<file path="config.mk">
export PLATFORM = sky130hd
export DESIGN_NAME = ofdm_frame_ctrl_flat
export DESIGN_NICKNAME = d
export VERILOG_FILES = /design/src/rtl/ofdm_frame_ctrl_pkg.sv /design/src/rtl/ofdm_frame_ctrl_if.sv /design/src/rtl/ofdm_nsym_div.sv /design/src/rtl/ofdm_frame_ctrl.sv /design/src/flat_wrapper.sv
export SDC_FILE = /design/constraint.sdc
export NUM_CORES = 1
export LEC_CHECK = 0
export BUFFER_PORTS_ARGS = -buffer_cell sky130_fd_sc_hd__buf_2
export CELL_PAD_IN_SITES_DETAIL_PLACEMENT = 1
export CELL_PAD_IN_SITES_GLOBAL_PLACEMENT = 1
export CORE_ASPECT_RATIO = 1.2
export CORE_MARGIN = 2
export CORE_UTILIZATION = 46
export DETAILED_ROUTE_END_ITERATION = 7
export GPL_ROUTABILITY_DRIVEN = 0
export PLACE_DENSITY_LB_ADDON = 0.1
export SLEW_MARGIN = 20
export SYNTH_ARGS = -nofsm -noshare
export SYNTH_HDL_FRONTEND = slang
export SYNTH_SLANG_ARGS = --single-unit
export TNS_END_PERCENT = 20
</file>
<file path="constraint.sdc">
create_clock -name clk -period 11.55 [get_ports clk]
set_input_delay 3.465 -clock clk [delete_from_list [all_inputs] [get_ports clk]]
set_output_delay 3.465 -clock clk [all_outputs]
set_load 0.03 [all_outputs]
</file>
<file path="src/rtl/ofdm_frame_ctrl_pkg.sv">
// Shared types, RATE codes and helpers for the OFDM receive frame controller.
package ofdm_frame_ctrl_pkg;

  typedef enum logic [2:0] {
    S_IDLE     = 3'd0,
    S_WAIT_HDR = 3'd1,
    S_DIVIDE   = 3'd2,
    S_ISSUE    = 3'd3,
    S_WAIT_EOF = 3'd4
  } state_t;

  localparam logic [3:0] RATE_6M  = 4'b1101;
  localparam logic [3:0] RATE_9M  = 4'b1111;
  localparam logic [3:0] RATE_12M = 4'b0101;
  localparam logic [3:0] RATE_18M = 4'b0111;
  localparam logic [3:0] RATE_24M = 4'b1001;
  localparam logic [3:0] RATE_36M = 4'b1011;
  localparam logic [3:0] RATE_48M = 4'b0001;
  localparam logic [3:0] RATE_54M = 4'b0011;

  localparam int SERVICE_TAIL_BITS = 22;
  localparam int HDR_W             = 17;
  localparam int CNT_W             = 16;

  // Data bits per OFDM symbol; 0 flags a RATE code that is not legal.
  function automatic logic [7:0] rate_to_ndbps(input logic [3:0] rate);
    logic [7:0] ndbps;
    case (rate)
      RATE_6M:  ndbps = 8'd24;
      RATE_9M:  ndbps = 8'd36;
      RATE_12M: ndbps = 8'd48;
      RATE_18M: ndbps = 8'd72;
      RATE_24M: ndbps = 8'd96;
      RATE_36M: ndbps = 8'd144;
      RATE_48M: ndbps = 8'd192;
      RATE_54M: ndbps = 8'd216;
      default:  ndbps = 8'd0;
    endcase
    return ndbps;
  endfunction

  function automatic logic [CNT_W-1:0] sat_inc(input logic [CNT_W-1:0] v);
    return (v == {CNT_W{1'b1}}) ? v : v + CNT_W'(1);
  endfunction

endpackage

</file>
<file path="src/rtl/ofdm_frame_ctrl_if.sv">
// Framer observation taps and decoded-header stream seen by the frame controller.
interface ofdm_frame_ctrl_if;
  import ofdm_frame_ctrl_pkg::*;

  // Handshakes: a transfer happens on a rising clk edge where tvalid & tready
  // are both high; the source holds tdata stable while tvalid is high and
  // tready is low, and ready never depends combinationally on valid.
  logic             frm_sof;
  logic             frm_eof;
  logic             frm_tlast;
  logic             frm_tvalid;
  logic             frm_tready;
  logic [HDR_W-1:0] hdr_tdata;
  logic             hdr_tvalid;
  logic             hdr_tready;

  modport master (
    output frm_sof, frm_eof, frm_tlast, frm_tvalid, frm_tready,
    output hdr_tdata, hdr_tvalid,
    input  hdr_tready
  );

  modport slave (
    input  frm_sof, frm_eof, frm_tlast, frm_tvalid, frm_tready,
    input  hdr_tdata, hdr_tvalid,
    output hdr_tready
  );
endinterface

</file>
<file path="src/rtl/ofdm_nsym_div.sv">
// 16-bit restoring divider with ceiling result and a fixed 16-cycle latency.
module ofdm_nsym_div (
  input  logic        clk,
  input  logic        reset,
  input  logic        start_i,
  input  logic [15:0] dividend_i,
  input  logic [7:0]  divisor_i,
  output logic        done_o,
  output logic [15:0] quotient_o
);

  logic [15:0] quo_q, quo_d;
  logic [8:0]  rem_q, rem_d;
  logic [7:0]  divisor_q, divisor_d;
  logic [3:0]  cnt_q, cnt_d;
  logic        busy_q, busy_d;

  logic [8:0]  rem_sh;
  logic [8:0]  rem_sub;
  logic        fits;

  always_comb begin
    rem_sh    = {rem_q[7:0], quo_q[15]};
    rem_sub   = rem_sh - {1'b0, divisor_q};
    fits      = (rem_sh >= {1'b0, divisor_q});

    quo_d     = quo_q;
    rem_d     = rem_q;
    divisor_d = divisor_q;
    cnt_d     = cnt_q;
    busy_d    = busy_q;

    if (start_i) begin
      quo_d     = dividend_i;
      rem_d     = '0;
      divisor_d = divisor_i;
      cnt_d     = '0;
      busy_d    = 1'b1;
    end else if (busy_q) begin
      quo_d  = {quo_q[14:0], fits};
      rem_d  = fits ? rem_sub : rem_sh;
      cnt_d  = cnt_q + 4'd1;
      busy_d = (cnt_q != 4'd15);
    end
  end

  always_ff @(posedge clk) begin
    if (reset) begin
      quo_q     <= '0;
      rem_q     <= '0;
      divisor_q <= '0;
      cnt_q     <= '0;
      busy_q    <= 1'b0;
    end else begin
      quo_q     <= quo_d;
      rem_q     <= rem_d;
      divisor_q <= divisor_d;
      cnt_q     <= cnt_d;
      busy_q    <= busy_d;
    end
  end

  // done marks the last iteration cycle; the quotient is final from the next
  // cycle on and stays put until the next start.
  assign done_o     = busy_q && (cnt_q == 4'd15);
  assign quotient_o = quo_q + {15'd0, |rem_q};

endmodule

</file>
<file path="src/rtl/ofdm_frame_ctrl.sv">
// Frame sequencing controller: turns the SIGNAL header into a symbol count for the framer.
module ofdm_frame_ctrl
  import ofdm_frame_ctrl_pkg::*;
#(
  parameter int MAX_NUM_SYMBOLS = 256,
  parameter int HDR_TIMEOUT     = 4096,
  parameter int NSYM_W          = $clog2(MAX_NUM_SYMBOLS + 1)
) (
  input  logic                clk,
  input  logic                reset,
  input  logic                cfg_passthru,
  output logic                passthru,
  ofdm_frame_ctrl_if.slave    bus,
  output logic [NSYM_W-1:0]   num_symbols,
  output logic                num_symbols_valid,
  output logic [CNT_W-1:0]    cnt_ok,
  output logic [CNT_W-1:0]    cnt_hdr_err,
  output logic [CNT_W-1:0]    cnt_timeout,
  output logic [CNT_W-1:0]    cnt_oversize,
  output state_t              dbg_state
);

  localparam int TMR_W = (HDR_TIMEOUT > 1) ? $clog2(HDR_TIMEOUT + 1) : 1;

  state_t             state_q, state_d;
  logic               passthru_q, passthru_d;
  logic [NSYM_W-1:0]  nsym_q, nsym_d;
  logic               hdr_good_q, hdr_good_d;
  logic [TMR_W-1:0]   timer_q, timer_d;
  logic [CNT_W-1:0]   cnt_ok_q, cnt_ok_d;
  logic [CNT_W-1:0]   cnt_hdr_err_q, cnt_hdr_err_d;
  logic [CNT_W-1:0]   cnt_timeout_q, cnt_timeout_d;
  logic [CNT_W-1:0]   cnt_oversize_q, cnt_oversize_d;

  logic               frame_end;
  logic               sof_evt;
  logic               hdr_ready;
  logic               hdr_fire;
  logic [3:0]         hdr_rate;
  logic [11:0]        hdr_len;
  logic               hdr_parity_ok;
  logic [7:0]         hdr_ndbps;
  logic               hdr_ok;
  logic [15:0]        bits_total;
  logic               div_start;
  logic               div_done;
  logic [15:0]        div_quot;
  logic [16:0]        nsym_full;
  logic               oversize;
  logic [NSYM_W-1:0]  nsym_clamped;

  assign frame_end = bus.frm_tvalid & bus.frm_tready & bus.frm_tlast & bus.frm_eof;
  assign sof_evt   = bus.frm_sof & bus.frm_tvalid & bus.frm_tready;

  assign hdr_ready      = !reset && (state_q != S_DIVIDE) && (state_q != S_ISSUE);
  assign bus.hdr_tready = hdr_ready;
  assign hdr_fire       = bus.hdr_tvalid & hdr_ready;

  assign hdr_rate      = bus.hdr_tdata[3:0];
  assign hdr_len       = bus.hdr_tdata[15:4];
  assign hdr_parity_ok = bus.hdr_tdata[16];
  assign hdr_ndbps     = rate_to_ndbps(hdr_rate);
  assign hdr_ok        = (hdr_ndbps != 8'd0) && (hdr_len != 12'd0) && hdr_parity_ok;
  assign bits_total    = {1'b0, hdr_len, 3'b000} + 16'(SERVICE_TAIL_BITS);

  assign div_start = (state_q == S_WAIT_HDR) && !frame_end && hdr_fire && hdr_ok;

  ofdm_nsym_div u_div (
    .clk        (clk),
    .reset      (reset),
    .start_i    (div_start),
    .dividend_i (bits_total),
    .divisor_i  (hdr_ndbps),
    .done_o     (div_done),
    .quotient_o (div_quot)
  );

  // The SIGNAL symbol itself is counted on top of the data symbols.
  assign nsym_full    = {1'b0, div_quot} + 17'd1;
  assign oversize     = (nsym_full > 17'(MAX_NUM_SYMBOLS));
  assign nsym_clamped = oversize ? NSYM_W'(MAX_NUM_SYMBOLS) : nsym_full[NSYM_W-1:0];

  always_comb begin
    state_d        = state_q;
    passthru_d     = passthru_q;
    nsym_d         = nsym_q;
    hdr_good_d     = hdr_good_q;
    timer_d        = timer_q;
    cnt_ok_d       = cnt_ok_q;
    cnt_hdr_err_d  = cnt_hdr_err_q;
    cnt_timeout_d  = cnt_timeout_q;
    cnt_oversize_d = cnt_oversize_q;

    case (state_q)
      S_IDLE: begin
        passthru_d = cfg_passthru;
        timer_d    = '0;
        if (!passthru_q && sof_evt) state_d = S_WAIT_HDR;
      end
      S_WAIT_HDR: begin
        timer_d = timer_q + TMR_W'(1);
        // A frame end here means the framer ran into its own cap unaided.
        if (frame_end) begin
          cnt_timeout_d = sat_inc(cnt_timeout_q);
          hdr_good_d    = 1'b0;
          state_d       = S_IDLE;
        end else if (hdr_fire) begin
          if (hdr_ok) begin
            hdr_good_d = 1'b1;
            state_d    = S_DIVIDE;
          end else begin
            nsym_d        = NSYM_W'(1);
            hdr_good_d    = 1'b0;
            cnt_hdr_err_d = sat_inc(cnt_hdr_err_q);
            state_d       = S_WAIT_EOF;
          end
        end else if (timer_q == TMR_W'(HDR_TIMEOUT - 1)) begin
          nsym_d        = NSYM_W'(1);
          hdr_good_d    = 1'b0;
          cnt_timeout_d = sat_inc(cnt_timeout_q);
          state_d       = S_WAIT_EOF;
        end
      end
      S_DIVIDE: begin
        if (div_done) state_d = S_ISSUE;
      end
      S_ISSUE: begin
        nsym_d = nsym_clamped;
        if (oversize) cnt_oversize_d = sat_inc(cnt_oversize_q);
        state_d = S_WAIT_EOF;
      end
      S_WAIT_EOF: begin
        if (frame_end) begin
          if (hdr_good_q) cnt_ok_d = sat_inc(cnt_ok_q);
          state_d = S_IDLE;
        end
      end
      default: state_d = S_IDLE;
    endcase
  end

  always_ff @(posedge clk) begin
    if (reset) begin
      state_q        <= S_IDLE;
      passthru_q     <= 1'b0;
      nsym_q         <= '0;
      hdr_good_q     <= 1'b0;
      timer_q        <= '0;
      cnt_ok_q       <= '0;
      cnt_hdr_err_q  <= '0;
      cnt_timeout_q  <= '0;
      cnt_oversize_q <= '0;
    end else begin
      state_q        <= state_d;
      passthru_q     <= passthru_d;
      nsym_q         <= nsym_d;
      hdr_good_q     <= hdr_good_d;
      timer_q        <= timer_d;
      cnt_ok_q       <= cnt_ok_d;
      cnt_hdr_err_q  <= cnt_hdr_err_d;
      cnt_timeout_q  <= cnt_timeout_d;
      cnt_oversize_q <= cnt_oversize_d;
    end
  end

  assign passthru          = passthru_q;
  assign num_symbols       = nsym_q;
  assign num_symbols_valid = (state_q == S_WAIT_EOF);
  assign cnt_ok            = cnt_ok_q;
  assign cnt_hdr_err       = cnt_hdr_err_q;
  assign cnt_timeout       = cnt_timeout_q;
  assign cnt_oversize      = cnt_oversize_q;
  assign dbg_state         = state_q;

endmodule

</file>
<file path="src/flat_wrapper.sv">
// flat-port wrapper written by rule: the top's interface ports become plain ports
module ofdm_frame_ctrl_flat import ofdm_frame_ctrl_pkg::*;
#(
  parameter int MAX_NUM_SYMBOLS = 256,
  parameter int HDR_TIMEOUT     = 4096,
  parameter int NSYM_W          = $clog2(MAX_NUM_SYMBOLS + 1)
)
  (clk, reset, cfg_passthru, passthru, num_symbols, num_symbols_valid, cnt_ok, cnt_hdr_err, cnt_timeout, cnt_oversize, dbg_state, bus_frm_sof, bus_frm_eof, bus_frm_tlast, bus_frm_tvalid, bus_frm_tready, bus_hdr_tdata, bus_hdr_tvalid, bus_hdr_tready);
  ofdm_frame_ctrl_if bus_i ();
  input  logic clk;
  input  logic reset;
  input  logic cfg_passthru;
  output logic passthru;
  output logic [NSYM_W-1:0] num_symbols;
  output logic num_symbols_valid;
  output logic [CNT_W-1:0] cnt_ok;
  output logic [CNT_W-1:0] cnt_hdr_err;
  output logic [CNT_W-1:0] cnt_timeout;
  output logic [CNT_W-1:0] cnt_oversize;
  output state_t dbg_state;
  input wire logic [$bits(bus_i.frm_sof)-1:0] bus_frm_sof;
  input wire logic [$bits(bus_i.frm_eof)-1:0] bus_frm_eof;
  input wire logic [$bits(bus_i.frm_tlast)-1:0] bus_frm_tlast;
  input wire logic [$bits(bus_i.frm_tvalid)-1:0] bus_frm_tvalid;
  input wire logic [$bits(bus_i.frm_tready)-1:0] bus_frm_tready;
  input wire logic [$bits(bus_i.hdr_tdata)-1:0] bus_hdr_tdata;
  input wire logic [$bits(bus_i.hdr_tvalid)-1:0] bus_hdr_tvalid;
  output wire logic [$bits(bus_i.hdr_tready)-1:0] bus_hdr_tready;
  assign bus_i.frm_sof = bus_frm_sof;
  assign bus_i.frm_eof = bus_frm_eof;
  assign bus_i.frm_tlast = bus_frm_tlast;
  assign bus_i.frm_tvalid = bus_frm_tvalid;
  assign bus_i.frm_tready = bus_frm_tready;
  assign bus_i.hdr_tdata = bus_hdr_tdata;
  assign bus_i.hdr_tvalid = bus_hdr_tvalid;
  assign bus_hdr_tready = bus_i.hdr_tready;
  ofdm_frame_ctrl #(.MAX_NUM_SYMBOLS(MAX_NUM_SYMBOLS), .HDR_TIMEOUT(HDR_TIMEOUT), .NSYM_W(NSYM_W)) u_core (.clk(clk), .reset(reset), .cfg_passthru(cfg_passthru), .passthru(passthru), .bus(bus_i), .num_symbols(num_symbols), .num_symbols_valid(num_symbols_valid), .cnt_ok(cnt_ok), .cnt_hdr_err(cnt_hdr_err), .cnt_timeout(cnt_timeout), .cnt_oversize(cnt_oversize), .dbg_state(dbg_state));
endmodule
</file>
==> qor.csv, run 1 <==
stage,metric,value,unit
clock_tree,cts_max_level,4,
yosys,synthDominantCellAreaShare,35.0,%
yosys,synthDistinctLibCells,74,
clock_tree,cts_setup_buffers,0,
yosys,synth_top_family_by_area,simple AND/OR/NAND/NOR gates,
drt,drtPass1Iterations,4,
yosys,synth.cell_area,7260,um^2
yosys,synthTopCellsByCount,"127 x dfxtp_1, 121 x nor2_1, 73 x nand2_1",
critical_path,critPathLaunch,reset,
drt,vias_per_cell,5.74,
yosys,yosysWarningCount,0,
drt,drt_iter0_markers,329,
drt,drc_errors,0,
placed_design,dpl.hpwl,14700,um
critical_path,timing.rr.start,u_core.u_div.rem_q[3],
yosys,synth_largest_area_cell,dfxtp_1,
job,drv_cap,0,
min_path,hp-class,reg2reg,
clock_tree,cts_tree,yes,
critical_path,critPathBufInv,2,
grt,antenna_found_initial,0,
grt,grt_max_degree,65,
power,power_density,130,nW/um^2
timing,finalSetupTns,0,ns
clock_tree,numCtsBuffers,17,
timing,period_needed,7.57,ns
drt,wl_per_cell,17.1,um
final_layout,fill_cells,1935,
yosys,synth_compound_area_share,14.4,%
floorplanning,start_util,46.8,%
placed_design,io_buffer_count,104,
critical_path,cpLargestDelayFamily,buffers and inverters,
yosys,synthArstFlopShare,0,%
timing,fmaxAchievable,132,MHz
clock_tree,cts.hold.buffers_added,0,
timing,skew,0.00988,ns
floorplanning,boundaryPins,105,
critical_path,cpMaxStageDelayCell,buf_4,
clock_tree,cts-resized-gates,0,
yosys,synth_xor_area_share,9.27,%
critical_path,arrival,4.10,ns
yosys,synth_edf_count,0,
grt,grt_pass1_vias,7144,
final_layout,diodes,0,
floorplanning,die-area,16800,um^2
critical_path,cp_max_fo,40,
yosys,synthMuxAreaShare,5.06,%
power,power,1100,uW
yosys,synth_area_leaders,"dfxtp_1 35%, nor2_1 6.3%, xor2_1 5.2%, xnor2_1 3.9%, nand3_1 3.8%",
min_path,hold_start,u_core.num_symbols[5],
clock_tree,clock_latency,0.42,ns
yosys,synthSimpleGateAreaFrac,29.0,%
timing,worst-slew-pin-transition,0.909,ns
yosys,syn_avg_cell_area,8.12,um^2
clock_tree,cts.sinks,127,
timing,slew_headroom,38.6,%
grt,grt_first_pass_wirelength,34500,um
critical_path,path_cells,buf_4 > nor2_1 > buf_2,
yosys,synth-seq-cells,127,
critical_path,critPathMaxStageDelay,0.35,ns
floorplanning,row_count,50,
yosys,ys.flop_type,dfxtp_1,
yosys,synth_fp_nets,938,
critical_path,timing_worst_setup_path_type,in2out,
clock_tree,cts_max_path_buffers,2,
final_layout,syn_to_final_growth,16.7,%
grt,grt_usage,25.0,%
timing,rsz0062_at_grt,no,
critical_path,worstSetupStartpointType,input pin,
clock_tree,path_clk_slew,0.05,ns
drt,drt_wl_total,20400,um
timing,timing.final.crit_share,65.5,%
critical_path,worstPathRequired,8.09,ns
power,p_leak,0.00330,uW
final_layout,drive_above_1_share,17.5,%
timing,finalSetupViolations,0,
power,ir_drop,0.126,mV
floorplanning,die-width,119,um
timing,finalHoldViolCount,0,
floorplanning,die_y,142,um
yosys,syn_inst,895,
yosys,yosysMostFrequentCell,dfxtp_1,
yosys,ys_seq_area_share,35.0,%
final_layout,layout.nets,1017,
timing,slew_violations,0,
grt,globalRouteOverflowTotal,0,
outcome,status,finished clean,
final_layout,fin_util,54.6,%
critical_path,worstSetupEndpointType,output pin,
yosys,synth-adder-area-share,3.03,%
drt,vias,6860,
clock_tree,root_buffer,clkbuf_16,
floorplanning,core_area,15500,um^2
drt,ant_nets,0,
[registers in the layout, indices dropped and copies added (netlist names), 3 cells and up]
register / cells
u_core.u_div.cnt_q: 4
u_core.dbg_state: 3
u_core.num_symbols: 9
u_core.cnt_oversize: 16
u_core.u_div.rem_q: 9
u_core.u_div.quo_q: 16
u_core.cnt_timeout: 16
u_core.cnt_hdr_err: 16
u_core.u_div.divisor_q: 6
u_core.cnt_ok: 16
u_core.timer_q: 13
[layer usage]
metal | part of all wire [%] | GRT usage, % | vias to the layer above
met1 | 42 | 28.3 | 3364
met5 | 0 | 0 | -
met4 | 1.6 | 8.77 | 0
met3 | 3.1 | 4.82 | 25
li1 | - | - | 3359
met2 | 53 | 46.4 | 112
[through the flow]
stage	area (um^2)	std cells	setup WS [ns]	hold slack [ns]
after floorplan	7260	895	3.68	0.434
after global placement	7830	1163	3.99	0.445
after detailed placement	7830	1163	3.98	0.446
after CTS	8480	1195	3.98	0.461
after global routing	8480	1195	3.91	0.486
final	8480	1195	3.98	0.457
[report_power, final]
group / switching [uW] / leakage [uW] / internal (uW)
Sequential: 9.22 / 0.00102 / 442
Clock: 197 / 0.000313 / 384
Combinational: 45.2 / 0.00196 / 20.7
[layout make-up]
class / count / area (um^2) / area share, %
Clock buffer: 23 / 488 / 5.76
Clock inverter: 9 / 155 / 1.83
Inverter: 17 / 63.8 / 0.753
Multi-Input combinational cell: 703 / 4410 / 52.1
Sequential cell: 127 / 2540 / 30.0
Tap cell: 208 / 260 / 3.07
Timing Repair Buffer: 108 / 553 / 6.52
[cell usage in the layout (no fill, tap or decap), types with 5 or more instances in the layout]
cell type,instances
a211oi_1,16
a21o_1,6
a21oi_1,42
a22o_1,5
a22oi_1,6
a31o_2,5
a31oi_1,6
and3_1,23
and4_1,6
buf_2,103
buf_4,5
clkbuf_16,17
dfxtp_1,127
ha_1,16
inv_1,17
mux2_2,10
mux2i_1,24
nand2_1,73
nand2b_1,7
nand3_1,55
nand4_1,29
nor2_1,121
nor2b_1,16
nor3_1,29
nor3b_1,6
nor4_1,10
o21ai_0,29
o21ai_1,9
or3_1,12
xnor2_1,32
xor2_1,43
[final timing paths]
path / to / slack (ns) / cells after the start
worst min register to register: u_core.num_symbols[5] / 0.46 / 1
worst max-delay path: bus_hdr_tready / 3.98 / 3
worst max register to register: u_core.num_symbols[2] / 6.98 / 14
worst min-delay path: u_core.num_symbols[5] / 0.46 / 1
[cells by family (layout without fill, tap and decap cells)]
family | count (synthesis) | count (layout)
AOI/OAI and AO/OA | 159 | 159
xor gates and xnor gates | 76 | 76
adders and majority gates | 17 | 17
buffers and inverters | 65 | 157
DFF | 127 | 127
muxes | 35 | 35
and+or+nand+nor | 416 | 416
Note: power is estimated with default switching activity, not from simulation.
==> inputs of run 2 (changes only) <==
ABC_AREA = 1   (was default)
CORE_UTILIZATION = 37   (was 46)
clock period = 6.95 ns   (was 11.55 ns; I/O delays follow)
==> qor.csv, run 2 <==
stage,metric,value,unit,change
outcome,status,finished clean,,unchanged
drt,routed.top_layer,met4,,unchanged
grt,globalRouteOverflowTotal,0,,unchanged
timing,whs,0.467,ns,was 0.457 ns
drt,drt_wl_total,23100,um,was 20400 um
timing,timing.final.crit_share,71.6,%,
yosys,ys_seq_area_share,32.3,%,was 35.0%
yosys,synth_xor_area_share,4.12,%,was 9.27%
final_layout,layout.nets,1341,,was 1017
yosys,yosysWarningCount,0,,unchanged
drt,wl_met1,10600,um,was 8550 um
yosys,synth.cell_area,7860,um^2,was 7260 um^2
power,p_leak,0.00369,uW,was 0.00330 uW
min_path,hp-class,reg2reg,,unchanged
drt,drt_iter0_markers,291,,was 329
drt,vias,8108,,was 6860
drt,wl_met2,11700,um,was 10900 um
yosys,synth-seq-cells,127,,unchanged
yosys,synth_area_leaders,"dfxtp_1 32%, nand2_1 15%, inv_1 6.7%, nor2_1 6.0%, a21oi_1 5.8%",,"was dfxtp_1 35%, nor2_1 6.3%, xor2_1 5.2%, xnor2_1 3.9%, nand3_1 3.8%"
grt,grt_first_pass_wirelength,39300,um,was 34500 um
yosys,synthMuxAreaShare,0,%,was 5.06%
critical_path,critPathLaunch,reset,,unchanged
clock_tree,numCtsBuffers,17,,unchanged
critical_path,arrival,2.89,ns,was 4.10 ns
clock_tree,cts.hold.buffers_added,0,,unchanged
critical_path,crit_end,bus_hdr_tready,,unchanged
clock_tree,clock_latency,0.43,ns,was 0.42 ns
drt,wl_per_cell,14.6,um,was 17.1 um
timing,skew,0.0168,ns,was 0.00988 ns
placed_design,dpl.hpwl,17500,um,was 14700 um
clock_tree,root_buffer,clkbuf_16,,unchanged
clock_tree,cts_max_path_buffers,2,,unchanged
final_layout,drive_above_1_share,15.6,%,was 17.5%
final_layout,final_common_cell,nand2_1,,was dfxtp_1
floorplanning,die-area,22400,um^2,was 16800 um^2
placed_design,post_dp_cell_area,8610,um^2,was 7830 um^2
critical_path,rr_worst_depth,18,,was 14
yosys,synthArstFlopShare,0,%,unchanged
min_path,hold_start,u_core.num_symbols[6],,was u_core.num_symbols[5]
yosys,synth_edf_count,0,,unchanged
floorplanning,die_y,164,um,was 142 um
clock_tree,cts_max_level,4,,unchanged
clock_tree,cts-resized-gates,0,,unchanged
floorplanning,boundaryPins,105,,unchanged
grt,grt_usage,21.5,%,was 25.0%
yosys,synthDominantCellAreaShare,32.3,%,was 35.0%
critical_path,cp_max_fo,34,,was 40
grt,antenna_found_initial,0,,unchanged
timing,finalSetupTns,0,ns,unchanged
yosys,synth-adder-area-share,2.80,%,was 3.03%
placed_design,io_buffer_count,104,,unchanged
yosys,synth_fp_nets,1244,,was 938
final_layout,fill_cells,2785,,was 1935
timing,finalHoldViolCount,0,,unchanged
timing,period_needed,4.98,ns,
yosys,syn_inst,1201,,was 895
critical_path,worstSetupStartpointType,input pin,,unchanged
final_layout,mostFrequentLayoutCells,"306 x nand2_1, 140 x inv_1, 127 x dfxtp_1, 125 x nor2_1, 104 x buf_2",,"was 127 x dfxtp_1, 121 x nor2_1, 103 x buf_2, 73 x nand2_1, 55 x nand3_1"
clock_tree,cts.sinks,127,,unchanged
yosys,synthSimpleGateAreaFrac,37.7,%,was 29.0%
critical_path,timing.rr.start,u_core.u_div.rem_q[2],,was u_core.u_div.rem_q[3]
job,drv_cap,0,,unchanged
timing,worst-slew-pin-transition,0.891,ns,was 0.909 ns
floorplanning,start_util,37.6,%,was 46.8%
critical_path,r2r_slack,3.09,ns,was 6.98 ns
grt,grt_pass1_vias,8161,,was 7144
clock_tree,cts_tree,yes,,unchanged
drt,drtPass1Iterations,4,,unchanged
drt,drc_errors,0,,unchanged
final_layout,syn_to_final_growth,17.2,%,was 16.7%
timing,finalSetupViolations,0,,unchanged
floorplanning,row_count,58,,was 50
yosys,synthTopCellsByCount,"306 x nand2_1, 140 x inv_1, 127 x dfxtp_1",,"was 127 x dfxtp_1, 121 x nor2_1, 73 x nand2_1"
critical_path,rr_endpoint,u_core.cnt_oversize[2],,was u_core.num_symbols[2]
drt,dr_wl_met3,516,um,was 625 um
power,ir_drop,0.157,mV,was 0.126 mV
final_layout,design_area,9220,um^2,was 8480 um^2
timing,rsz0062_at_grt,no,,unchanged
yosys,ys.flop_type,dfxtp_1,,unchanged
power,power_density,188,nW/um^2,was 130 nW/um^2
timing,slew_headroom,40.6,%,was 38.6%
timing,fmaxAchievable,201,MHz,
critical_path,timing_worst_setup_path_type,in2out,,unchanged
yosys,yosysMostFrequentCell,nand2_1,,was dfxtp_1
critical_path,worstPathRequired,4.87,ns,was 8.09 ns
clock_tree,cts_setup_buffers,0,,unchanged
drt,ant_nets,0,,unchanged
floorplanning,core_area,20900,um^2,was 15500 um^2
yosys,synthDistinctLibCells,49,,was 74
final_layout,diodes,0,,unchanged
timing,slew_violations,0,,unchanged
floorplanning,die-width,137,um,was 119 um
yosys,synth_largest_area_cell,dfxtp_1,,unchanged
critical_path,worstSetupEndpointType,output pin,,unchanged
drt,vias_per_cell,5.13,,was 5.74
yosys,syn_avg_cell_area,6.55,um^2,was 8.12 um^2
yosys,synth_top_family_by_area,simple AND/OR/NAND/NOR gates,,unchanged
grt,grt_max_degree,42,,was 65
yosys,synth_compound_area_share,14.5,%,was 14.4%
clock_tree,path_clk_slew,0.06,ns,was 0.05 ns
run 2: metrics by stage:
stage / utilization [%] / instances / power, uW / worst slack (ns)
after floorplan: - / 1201 / 799 / 2.31
after global placement: 41.2 / 1549 / 826 / 2.00
after detailed placement: 41.2 / 1549 / 828 / 1.95
after CTS: 44.1 / 1581 / 1760 / 1.95
after global routing: 44.1 / 1581 / 1800 / 1.91
final: 44.1 / 1581 / 1730 / 1.97
run 2: worst min path at each step:
stage,slack [ns],cells after the start,to
after detailed placement,0.46,2,u_core.num_symbols[7]
after global placement,0.45,2,u_core.num_symbols[8]
after global routing,0.49,2,u_core.num_symbols[6]
final,0.47,2,u_core.num_symbols[6]
after CTS,0.47,2,u_core.num_symbols[7]
after floorplan,0.44,2,u_core.timer_q[12]
run 2: cell families after synthesis:
logic type | Yosys count
fa+ha+maj | 17
flops | 127
buf+inv | 172
compound gates | 197
xor+xnor | 37
simple gates | 651
run 2: report_power, final:
part / total (uW) / internal [uW] / switching [uW]
clock: 922 / 574 / 348
combinational: 76.0 / 22.2 / 53.8
sequential: 735 / 731 / 3.47
run 2: critical path, stage by stage:
cell and delay, ns:
buf_2 0.09, buf_4 0.24, nor2_1 0.23, buf_2 0.24
run 2: metal layers:
| layer | up-vias | GRT usage, % |
|---|---|---|
| met1 | 3836 | 26.3 |
| met2 | 100 | 38.9 |
| li1 | 4145 | - |
| met4 | 0 | 5.90 |
| met3 | 27 | 3.36 |
| met5 | - | 0 |
run 2: area by class of cell:
type | count | area [um^2] | share of cell area [%]
Clock buffer | 19 | 443 | 4.81
Clock inverter | 13 | 161 | 1.75
Inverter | 143 | 537 | 5.82
Multi-Input combinational cell | 902 | 4650 | 50.5
Sequential cell | 127 | 2540 | 27.6
Tap cell | 270 | 338 | 3.67
Timing Repair Buffer | 107 | 543 | 5.89
